[config.mk]
export PLATFORM = sky130hd
export DESIGN_NAME = gcd_binary_engine
export DESIGN_NICKNAME = d
export VERILOG_FILES = /design/src/rtl/gcd_binary_engine.sv
export SDC_FILE = /design/constraint.sdc
export NUM_CORES = 1
export LEC_CHECK = 0
export ABC_CLOCK_PERIOD_IN_PS = 5200
export CORE_UTILIZATION = 47
export CTS_BUF_LIST = sky130_fd_sc_hd__clkbuf_4 sky130_fd_sc_hd__clkbuf_8
export CTS_CLUSTER_SIZE = 8
export DETAILED_ROUTE_END_ITERATION = 16
export GPL_TIMING_DRIVEN = 0
export PLACE_DENSITY = 0.68
export SYNTH_ARGS = -nofsm -noshare
export SYNTH_HDL_FRONTEND = slang
export SYNTH_SLANG_ARGS = --single-unit
[constraint.sdc]
create_clock -name clk -period 5.2 [get_ports clk]
set_input_delay 1.04 -clock clk [delete_from_list [all_inputs] [get_ports clk]]
set_output_delay 1.04 -clock clk [all_outputs]
set_load 0.01 [all_outputs]
[src/rtl/gcd_binary_engine.sv]
// Stein's binary GCD engine: one shift/subtract step per clock, IDLE/STRIP/REDUCE/DONE.
// Optional iteration counter and `cycles` port are enabled by defining GCD_CYCLE_COUNT_EN.
module gcd_binary_engine #(
    parameter int WIDTH     = 16,
    parameter int CNT_WIDTH = 8
) (
    input  logic             clk,
    input  logic             reset,
    input  logic             start,
    input  logic [WIDTH-1:0] a_in,
    input  logic [WIDTH-1:0] b_in,
    output logic             ready,
    output logic             done,
    output logic [WIDTH-1:0] r
`ifdef GCD_CYCLE_COUNT_EN
    ,
    output logic [CNT_WIDTH-1:0] cycles
`endif
);

    localparam int K_W = $clog2(WIDTH) + 1;

    typedef enum logic [1:0] {
        IDLE   = 2'd0,
        STRIP  = 2'd1,
        REDUCE = 2'd2,
        DONE   = 2'd3
    } state_t;

    state_t           state, state_n;
    logic [WIDTH-1:0] a, a_n;
    logic [WIDTH-1:0] b, b_n;
    logic [K_W-1:0]   k, k_n;
    logic [WIDTH-1:0] r_n;
    logic             zero_op;

    assign zero_op = (a_in == '0) || (b_in == '0);
    assign ready   = (state == IDLE);
    assign done    = (state == DONE);

    always_comb begin
        state_n = state;
        a_n     = a;
        b_n     = b;
        k_n     = k;
        r_n     = r;
        case (state)
            IDLE: begin
                if (start) begin
                    a_n = a_in;
                    b_n = b_in;
                    k_n = '0;
                    if (zero_op) begin
                        r_n     = a_in | b_in;
                        state_n = DONE;
                    end else begin
                        state_n = STRIP;
                    end
                end
            end
            STRIP: begin
                // Pull out the common power of two; k remembers how many.
                if (!a[0] && !b[0]) begin
                    a_n = a >> 1;
                    b_n = b >> 1;
                    k_n = k + 1'b1;
                end else begin
                    state_n = REDUCE;
                end
            end
            REDUCE: begin
                if (!a[0]) begin
                    a_n = a >> 1;
                end else if (!b[0]) begin
                    b_n = b >> 1;
                end else if (a > b) begin
                    a_n = (a - b) >> 1;
                end else if (b > a) begin
                    b_n = (b - a) >> 1;
                end else begin
                    r_n     = a << k;
                    state_n = DONE;
                end
            end
            DONE: begin
                state_n = IDLE;
            end
            default: begin
                state_n = IDLE;
            end
        endcase
    end

    always_ff @(posedge clk) begin
        if (reset) begin
            state <= IDLE;
            a     <= '0;
            b     <= '0;
            k     <= '0;
            r     <= '0;
        end else begin
            state <= state_n;
            a     <= a_n;
            b     <= b_n;
            k     <= k_n;
            r     <= r_n;
        end
    end

`ifdef GCD_CYCLE_COUNT_EN
    logic [CNT_WIDTH-1:0] cnt;
    logic [CNT_WIDTH-1:0] cnt_inc;

    assign cnt_inc = (&cnt) ? cnt : cnt + 1'b1;

    always_ff @(posedge clk) begin
        if (reset) begin
            cnt    <= '0;
            cycles <= '0;
        end else begin
            if (state == IDLE && start) begin
                cnt <= '0;
            end else if (state == STRIP || state == REDUCE) begin
                cnt <= cnt_inc;
            end
            // The finishing REDUCE edge is itself counted; zero operands never iterate.
            if (state != DONE && state_n == DONE) begin
                cycles <= (state == IDLE) ? '0 : cnt_inc;
            end
        end
    end
`else
    // CNT_WIDTH only sizes the iteration counter, which this build leaves out.
    if (CNT_WIDTH < 1) begin : g_no_counter
    end
`endif

endmodule

; After elaboration in Yosys (flattened, before gate mapping)
; Cells that the tools add are included.
[classes]
n_addsub = 3
order_cmp = 2
eq_ne = 15
shifts = 1
mux = 31
bitwise_logic = 1
reduce_logical = 17
[ops]
columns = op, count
row1 = $mux W16, 17
row2 = $pmux W16 S3, 2
row3 = $gt A16 B16 Y1, 2
row4 = $logic_not A16 Y1, 2
row5 = $pmux W16 S2, 1
row6 = $sub A16 B16 Y16, 2
row7 = $or A16 B16 Y16, 1
row8 = $shl A16 B5 Y16, 1
row9 = $mux W2, 7
row10 = $ne A2 B2 Y1 const B, 7
row11 = $ne A3 B3 Y1 const B, 4
row12 = $reduce_and A6 Y1, 2
row13 = $mux W5, 2
row14 = $pmux W5 S2, 1
row15 = $pmux W2 S4, 1
row16 = $reduce_and A7 Y1, 1
row17 = $reduce_and A3 Y1, 2
row18 = $add A5 B1 Y5 const B, 1
row19 = $reduce_and A5 Y1, 1
row20 = $eq A2 B2 Y1 const B, 2
row21 = $reduce_and A4 Y1, 1
row22 = $reduce_bool A2 Y1, 2
row23 = $reduce_bool A3 Y1, 1
row24 = $eq A2 B1 Y1 const B, 1
row25 = 5 further kinds, 6
[totals]
regBits = 55
inputBits = 35
wordCells = 77

; Longest topological paths before layout
[logic_depth]
word_depth = 6
mapped_depth = 13
ltp_nobuf = 10

; Worst setup path after synthesis
; Ideal clock, no wire load.
[synth_path]
path_type = register -> register
start = register a[0]
end = register a[13]
setup_ps = 91
arrival_ps = 3120
required_time_ps = 5109
path_slack_ps = 1989
stages_incl_launch_ff = 13
path_cell_list = dfxtp_1 clkbuf_1 inv_1 ha_1 fa_1 nand2b_1 a211oi_2 o21ai_2 o21a_1 buf_6 o21ai_1 mux2_2 a311oi_1
[synth_via]
elab_chain_len = 5
word_cells_on_any_way = 12
classes_between = 1 x add/sub / 1 x order compare / 3 x eq/ne / 4 x mux / 3 x reduce/logical
[synth_lines]
columns = element, line_no
row1 = start: declaration, 31  ; logic [WIDTH-1:0] a, a_n;
row2 = start signal: assignment, 103  ; a <= a_n;
row3 = $sub A16 B16 Y16, 77  ; a_n = (a - b) >> 1;
row4 = $mux W16, 76  ; end else if (a > b) begin
row5 = $mux W16, 74  ; end else if (!b[0]) begin
row6 = $mux W16, 72  ; if (!a[0]) begin
row7 = $pmux W16 S3, 47  ; case (state)
; Several ways; a longest one is shown, not always the timed one. The select of a mux whose other input is x is not followed.
; A chain may end at the register's enable or synchronous reset.

; Worst setup path after layout
; Same ends and word-level chain as after synthesis.

==> results.toml <==
[critical_path]
endpoint_kind = "flop"
cp_slowest_stage_delay_ps = 490
worstPathMaxFanout = 10
cp-endpoint = "a[13]$_SDFFE_PP0P_"
rr_startpoint = "a[0]$_SDFFE_PP0P_"
rrSetupSlack_ps = 1130
cp.arrival_ps = 4330
crit_chain = "clkbuf_1 > inv_1 > ha_1 > fa_1 > nand2b_1 > a211oi_2 > o21ai_2 > o21a_1 > buf_6 > o21ai_1 > mux2_2 > a311oi_1"
critical_path.slowest_cell = "o21ai_1"
r2r_end = "a[13]$_SDFFE_PP0P_"
crit_type = "flop to flop"
startpoint = "a[0]$_SDFFE_PP0P_"
rr_worst_depth = 12
cp.required_ps = 5460
start_kind = "flop"

[timing]
hold_ws_ps = 491
setup_viol = 0
hold_viol = 0
fin_ws_ps = 1130
skew_ps = 16.7
fin_tns_setup_ps = 0
slew_headroom = 0.260
worst_pin_slew_ps = 1090
slew_viol_final = 0
fmax_mhz = 246
period_needed_ps = 4070
post-route-period-util = 0.782
rsz0062_at_grt = "false"

[synthesis]
ys_types = 81
synth_edf_count = 0
yosysWarnings = 0
avgSynthCellArea_sq_um = 7.67
synth_seq_cells = 55
netlist_instances = 719
syn_nets = 795
seq_area_frac_synth = 0.200
synth_area_sq_mm = 0.00552
synthFlopType = "dfxtp_1"
synthArstFlopShare = 0

[layout]
antenna_cells = 0
fill_cells = 1162
ff_latch_area_sq_mm = 0.00110
drive_above_1_share = 0.0924
multi_input_area_sq_mm = 0.00399
nets = 854
area_delta_synth_final_pct = 14.4
final_cell_mix = "nand2_1 (90), nor2_1 (57), dfxtp_1 (55)"
layout_commonest_cell = "nand2_1"

[clock_network]
cts_max_path_buffers = 2
cts_resized = 0
post_cts_buffers = 0
cts_tree = "done"
insertion_delay_ps = 360
cts_buffers = 5
numClockSinks = 55
cts_hold_buf = 0
htree_levels = 2
path_clk_slew_ps = 120
clockRootBuffer = "clkbuf_8"

[floorplan]
start_util = 0.483
die_area_sq_mm = 0.0122
die_h_microns = 110
die_w_microns = 110
rows = 39
core_sq_mm = 0.0114
pin_count = 53

[route]
wl_microns = 21100
viasPerCell = 6.56
via_count = 6049
wl_per_cell_microns = 22.8
drc_errors = 0
first_iter_violations = 645
drtPass1Iterations = 6
ant_nets = 0

[place]
port_buffers = 52
place_congestion = 1.00
dp_hpwl_microns = 16400
pre_cts_slack_ps = 1250

[power]
clockPowerShare = 0.063
power_frac_comb = 0.774
switching_power_w = 0.00252
vdd_drop_max_mv = 0.367
intPower_w = 0.00203
power_density_mw_per_mm2 = 722
p_leak_nw = 2.32
swShare = 0.554
p_seq_frac = 0.163

[flow_run]
cap_violations = 0

[global_routing]
gr-total-overflow = 0
grt_max_degree = 18
grt_pass1_wl_microns = 31700
antenna_found_initial = 0
grt_pass1_vias = 5597
grt.total_usage = 0.357

[outcome]
status = "completed"

[worst_hold_path]
min_path_type = "flop to flop"
## synth_stat cells, types with 12 or more instances
library cell / count / area, sq um
ha_1: 39 / 488
xnor2_1: 14 / 123
inv_1: 46 / 173
mux4_2: 12 / 270
nand2_1: 90 / 338
a211oi_1: 17 / 128
a31oi_1: 16 / 100
o21ai_0: 26 / 130
a21oi_1: 53 / 265
nor2_1: 57 / 214
a32o_1: 13 / 130
dfxtp_1: 55 / 1100
nand3_1: 13 / 65.1
nand2b_1: 15 / 93.8
or2_2: 12 / 75.1
clkbuf_1: 28 / 105
## per-layer routing
layer,wire length (microns),vias to the layer above,track usage
li1,-,2773,-
met1,9350,2902,0.507
met2,8880,326,0.524
met3,2240,48,0.0905
met4,580,0,0.112
met5,0,-,0
## sequential cells by signal, indices dropped and copies added (netlist names)
name / cells
k: 5
state: 2
a: 16
b: 16
r: 16
## layout make-up
class	count	share of cell area
buffer	51	0.0393
clock buffer	6	0.0121
clock inverter	2	0.00258
inverter	47	0.0280
multi-input combinational	566	0.633
sequential	55	0.175
tap	143	0.0284
timing repair buffer	52	0.0825
## how the worst min path moves through the flow
stage	start	to	slack, ps	depth (start not counted)
6_report	r[3]$_SDFFE_PP0P_	r[3]$_SDFFE_PP0P_	490	2
5_1_grt	r[3]$_SDFFE_PP0P_	r[3]$_SDFFE_PP0P_	520	2
4_1_cts	r[3]$_SDFFE_PP0P_	r[3]$_SDFFE_PP0P_	500	2
2_1_floorplan	a[15]$_SDFFE_PP0P_	a[15]$_SDFFE_PP0P_	470	2
3_3_place_gp	r[3]$_SDFFE_PP0P_	r[3]$_SDFFE_PP0P_	440	2
3_5_place_dp	r[3]$_SDFFE_PP0P_	r[3]$_SDFFE_PP0P_	480	2
## critical path: cells and delay by family (launching register included)
family                   cells  cell delay, ps
flip-flops                   1             380
multiplexers                 1             400
AO/OA/AOI/OAI                5            1570
adder cells (fa/ha/maj)      2             660
AND/OR/NAND/NOR              1             210
buffers and inverters        3             760
## power groups by stage
stage / combinational [W] / sequential, W / clock [W]
3_3_place_gp: 0.00337 / 0.000737 / 0
6_report: 0.00352 / 0.000742 / 0.000288
4_1_cts: 0.00343 / 0.000739 / 0.000288
2_1_floorplan: 0.00245 / 0.000710 / 0
3_5_place_dp: 0.00341 / 0.000749 / 0
5_1_grt: 0.00382 / 0.000762 / 0.000300
## cells by family (layout without fill, tap and decap cells)
family | count (synthesis) | in the layout | share of synthesized area
and+or+nand+nor | 248 | 248 | 0.218
AOI/OAI and AO/OA | 233 | 233 | 0.308
buffers and inverters | 98 | 158 | 0.0769
DFF | 55 | 55 | 0.200
adders and majority gates | 41 | 41 | 0.0957
xor gates and xnor gates | 23 | 23 | 0.0365
muxes | 21 | 21 | 0.0655
## per-stage QoR
stage	utilization	std cells	power, W	instance area [sq um]
after floorplan	-	719	0.00316	5520
after global placement	0.544	914	0.00411	6220
after detailed placement	0.544	914	0.00416	6220
after CTS	0.552	922	0.00446	6310
after global routing	0.552	922	0.00488	6310
final	0.552	922	0.00455	6310
Note: power is estimated with default switching activity, not from simulation.
